[src/rtl/a51_key_setup.sv]
// A5/1 key/frame mixing front end: absorbs Kc then Fn into R1/R2/R3 with regular
// clocking and offers the mixed 64-bit state downstream over valid/ready.
module a51_key_setup #(
   parameter int BITS_PER_CYCLE = 1,
   parameter int StateWidth     = 64
) (
   input  logic                  clk,
   input  logic                  rst,
   input  logic                  start,
   input  logic [64:1]           kc,
   input  logic [22:1]           fn,
   output logic                  busy,
   output logic                  out_valid,
   input  logic                  out_ready,
   output logic [StateWidth:1]   out_state,
   output logic [1:0]            dbg_state
);

   // Handshake: out_state is offered while out_valid=1 and is consumed on a rising
   // edge where out_valid && out_ready; out_valid and out_state never change while
   // out_valid=1 and out_ready=0.

   typedef enum logic [1:0] {
      IDLE    = 2'd0,
      LOAD_KC = 2'd1,
      LOAD_FN = 2'd2,
      DONE    = 2'd3
   } state_t;

   localparam logic [6:0] StepB = 7'(BITS_PER_CYCLE);

   state_t      state_q, state_d;
   logic [6:0]  cnt_q, cnt_d;
   logic [63:0] kc_sh_q, kc_sh_d;
   logic [21:0] fn_sh_q, fn_sh_d;
   logic [63:0] lfsr_q, lfsr_d;
   logic [5:0]  idx;
   logic        bit_in;

   // Packed as {R3[22:0], R2[21:0], R1[18:0]}; one regular clock of all three.
   function automatic logic [63:0] lfsr_step(input logic [63:0] s, input logic b);
      logic [18:0] r1;
      logic [21:0] r2;
      logic [22:0] r3;
      r1 = s[18:0];
      r2 = s[40:19];
      r3 = s[63:41];
      r1 = {r1[17:0], r1[13] ^ r1[16] ^ r1[17] ^ r1[18] ^ b};
      r2 = {r2[20:0], r2[20] ^ r2[21] ^ b};
      r3 = {r3[21:0], r3[7] ^ r3[20] ^ r3[21] ^ r3[22] ^ b};
      return {r3, r2, r1};
   endfunction

   always_comb begin
      state_d = state_q;
      cnt_d   = cnt_q;
      kc_sh_d = kc_sh_q;
      fn_sh_d = fn_sh_q;
      lfsr_d  = lfsr_q;
      idx     = '0;
      bit_in  = 1'b0;
      case (state_q)
         IDLE: begin
            if (start) begin
               kc_sh_d = kc;
               fn_sh_d = fn;
               lfsr_d  = '0;
               cnt_d   = '0;
               state_d = LOAD_KC;
            end
         end
         LOAD_KC: begin
            for (int k = 0; k < BITS_PER_CYCLE; k++) begin
               idx    = cnt_q[5:0] + 6'(k);
               bit_in = kc_sh_q[idx];
               lfsr_d = lfsr_step(lfsr_d, bit_in);
            end
            cnt_d = cnt_q + StepB;
            if (cnt_d == 7'd64) begin
               cnt_d   = '0;
               state_d = LOAD_FN;
            end
         end
         LOAD_FN: begin
            for (int k = 0; k < BITS_PER_CYCLE; k++) begin
               idx    = cnt_q[5:0] + 6'(k);
               bit_in = fn_sh_q[idx[4:0]];
               lfsr_d = lfsr_step(lfsr_d, bit_in);
            end
            cnt_d = cnt_q + StepB;
            if (cnt_d == 7'd22) begin
               cnt_d   = '0;
               state_d = DONE;
            end
         end
         DONE: begin
            if (out_ready) begin
               state_d = IDLE;
            end
         end
         default: state_d = IDLE;
      endcase
   end

   always_ff @(posedge clk) begin
      if (rst) begin
         state_q <= IDLE;
         cnt_q   <= '0;
         kc_sh_q <= '0;
         fn_sh_q <= '0;
         lfsr_q  <= '0;
      end else begin
         state_q <= state_d;
         cnt_q   <= cnt_d;
         kc_sh_q <= kc_sh_d;
         fn_sh_q <= fn_sh_d;
         lfsr_q  <= lfsr_d;
      end
   end

   assign busy      = (state_q == LOAD_KC) || (state_q == LOAD_FN);
   assign out_valid = (state_q == DONE);
   assign out_state = lfsr_q;
   assign dbg_state = state_q;

endmodule

[config.mk]
export PLATFORM = sky130hd
export DESIGN_NAME = a51_key_setup
export DESIGN_NICKNAME = d
export VERILOG_FILES = /design/src/rtl/a51_key_setup.sv
export SDC_FILE = /design/constraint.sdc
export NUM_CORES = 1
export LEC_CHECK = 0
export ABC_AREA = 1
export CORE_MARGIN = 4
export CORE_UTILIZATION = 30
export DETAILED_ROUTE_END_ITERATION = 10
export SYNTH_ARGS = -nofsm -noshare
export SYNTH_HDL_FRONTEND = slang
export SYNTH_SLANG_ARGS = --single-unit
[constraint.sdc]
create_clock -name clk -period 4 [get_ports clk]
set_input_delay 0.4 -clock clk [delete_from_list [all_inputs] [get_ports clk]]
set_output_delay 0.4 -clock clk [all_outputs]
set_load 0.01 [all_outputs]
==> flow_summary_export.csv <==
group,metric,value,unit
worst_setup_path,path_max_fanout,51,
synthesis,synthCells,947,
cts,clock_path_buffers,2,
layout,diodes,0,
routing,drt-initial-drc-count,421,
floorplan,core,21960,µm²
timing,hold_viol,0,
floorplan,die_y,157.8,µm
synthesis,ys_seq_area_share,47.26,%
floorplan,initial_core_util,30.67,%
worst_setup_path,start_kind,"register",
synthesis,async_reset_ff_share,0,%
timing,fin_worst_skew,0.008785,ns
place,numPortBuffers,157,
synthesis,yosysUniqueCellTypes,29,
synthesis,synth_common_cells,"nand2_1, dfxtp_1, nor2_1",
synthesis,synth_area_leaders,"dfxtp_1, nand2_1, nor2_1",
timing,fin_crit_sh,61.47,%
synthesis,synth_edf_count,0,
layout,final_net_count,1163,
cts,holdBufCountCts,0,
timing,worst_hold_slack,0.4591,ns
timing,tightest_slew,1.142,ns
power,power_density,540.6,nW/µm²
synthesis,synth_area,6735,µm²
cts,cts-resized-gates,0,
floorplan,die_w,157.8,µm
floorplan,num_rows,54,
floorplan,die_area,24910,µm²
timing,slew_violations,0,
global_route,track_usage,15.27,%
timing,rsz0062_at_grt,"false",
layout,final_cell_area,9010,µm²
place,dp_hpwl,12660,µm
cts,cts_buffers,17,
place,finalWeightedCongestion,0.7451,
timing,setup_viol,0,
min_path,hp-class,"reg -> reg",
outcome,status,"finished clean",
worst_setup_path,worstPathArrival,2.74,ns
worst_setup_path,cpMostUsedCell,"nand2_1",
global_route,grt_pass1_vias,6086,
worst_setup_path,crit_path_end_kind,"register",
routing,drc_errors,0,
power,vdd_drop_max,0.4045,mV
synthesis,synth_area_per_cell,7.112,µm²
routing,antenna_left,0,
floorplan,boundaryPins,158,
global_route,grt_max_degree,89,
routing,wirelength,18960,µm
timing,fmax,406.7,MHz
place,placed_cell_area,8426,µm²
timing,setup-tns-final,0,ns
cts,htreeDepth,4,
synthesis,ys_ff_latch,159,
global_route,overflow,0,
synthesis,netlist.top_cell.by_area,"dfxtp_1",
synthesis,synthMostInstantiatedCell,"nand2_1",
cts,clockRootBuffer,"clkbuf_16",
worst_setup_path,slowest_stage,"buf_4",
worst_setup_path,cp_slowest_stage_delay,0.44,ns
worst_setup_path,crit_type,"reg -> reg",
synthesis,ys.flop_type,"dfxtp_1",
synthesis,yosysWarnings,0,
global_route,antenna_found_initial,0,
routing,wl_per_cell,13.96,µm
timing,max-slew-margin-rel,23.85,%
synthesis,syn_nets,1045,
timing,period_needed,2.459,ns
cts,insertion_delay,0.42,ns
layout,area_delta_synth_final,33.77,%
power,p_leak,3.292,nW
routing,drtPass1Iterations,4,
synthesis,synth_top_area_share,47.26,%
routing,vias,6294,
cts,clk_pin_slew,0.07,ns
routing,vias_per_cell,4.635,
layout,drive_gt1_share,5.566,%
worst_setup_path,crit_chain,"buf_4 -> ha_1 -> nand2_1 -> inv_2 -> nand2_2 -> nor3_2 -> xor2_1 -> nand2_1 -> o21ai_2 -> nand2_2 -> nor2_4 -> inv_1 -> nand2_1 -> a21oi_2",
cts,post_cts.repair.setup_buffers,0,
global_route,grt_pass1_wl,30740,µm
cts,cts_tree,"yes",
cts,clock-sinks,159,
worst_setup_path,cp.required,4.28,ns
flow_run,maxCapViolations,0,
power,finalPower,4.870,mW
layout,fillers,2304,
[worst max-delay path: cells and delay by family (launching register included)]
kind | cells | cell delay, ns
flip-flops | 1 | 0.32
XOR/XNOR | 1 | 0.24
adder cells (fa/ha/maj) | 1 | 0.26
buffers and inverters | 3 | 0.61
AO/OA/AOI/OAI | 2 | 0.20
AND/OR/NAND/NOR | 7 | 0.67
[power by group]
part           switching, mW  internal, mW  total, mW
registers              0.126          1.84       1.96
clock network          0.714         0.881       1.59
logic                  0.858         0.455       1.31
total                   1.70          3.17       4.87
[placed cells by master, fill, tap and decap left out]
cell,instances
buf_2,1
nand3_1,78
o21ai_2,2
buf_4,8
clkinv_2,1
o21ai_1,1
nand3b_1,1
inv_2,8
clkinv_4,3
nand2_1,229
clkinv_8,2
nor2_1,157
o2111ai_1,1
a21oi_1,90
xor2_1,8
xnor2_1,3
nor3_1,1
dfxtp_1,158
dfxtp_2,1
nor2_4,1
inv_1,27
inv_6,4
inv_8,1
ha_1,8
clkinvlp_4,2
bufinv_16,1
clkbuf_16,17
clkdlybuf4s50_1,156
a21oi_2,1
o211ai_1,3
o21ai_0,95
clkbuf_1,1
nand3_4,1
nor3_2,2
a2bb2oi_1,1
buf_12,1
nand2_2,3
[area by class of cell]
| type | instances | area (µm²) | share of cell area [%] |
|---|---|---|---|
| Tap cell | 280 | 350.3 | 3.888 |
| Clock buffer | 18 | 429.2 | 4.763 |
| Clock inverter | 14 | 155.1 | 1.722 |
| Multi-Input combinational cell | 686 | 3113 | 34.55 |
| Sequential cell | 159 | 3184 | 35.34 |
| Timing Repair Buffer | 166 | 1647 | 18.28 |
| Inverter | 35 | 131.4 | 1.458 |
[registers in the layout (all words and copies together), names as in the netlist]
name and cells:
kc_sh_q 64, out_state 64, fn_sh_q 22, cnt_q 7, dbg_state 2
[stage by stage]
step | std cells | setup slack (ns) | util, %
final | 1358 | 1.541 | 41.03
after floorplan | 947 | 2.133 | -
after detailed placement | 1326 | 1.483 | 38.37
after CTS | 1358 | 1.512 | 41.03
after global routing | 1358 | 1.206 | 41.03
after global placement | 1326 | 1.503 | 38.37
[worst paths after layout]
kind | startpoint | to | slack (ns) | depth (start not counted)
worst min register to register | fn_sh_q[9] | fn_sh_q[9] | 0.46 | 2
worst max register to register | cnt_q[0] | dbg_state[0] | 1.54 | 14
worst min-delay path | fn_sh_q[9] | fn_sh_q[9] | 0.46 | 2
worst max-delay path | cnt_q[0] | dbg_state[0] | 1.54 | 14
[kinds of logic (layout without fill, tap and decap cells)]
kind of cell | Yosys count | count (layout) | share of synthesized area [%]
AND/OR/NAND/NOR | 473 | 473 | 28.46
buffers and inverters | 102 | 233 | 6.558
XOR/XNOR | 11 | 11 | 1.431
AO/OA/AOI/OAI | 194 | 194 | 14.81
flip-flops | 159 | 159 | 47.26
adder cells (fa/ha/maj) | 8 | 8 | 1.486
[routing by layer]
layer	wire, µm	global-route usage, %	vias to the layer above
met5	0	0	-
met4	231	3.933	0
met3	836	3.527	14
met2	8793	24.99	116
met1	9101	20.40	2868
li1	-	-	3296
No activity file was read; power rests on OpenSTA's default activity.
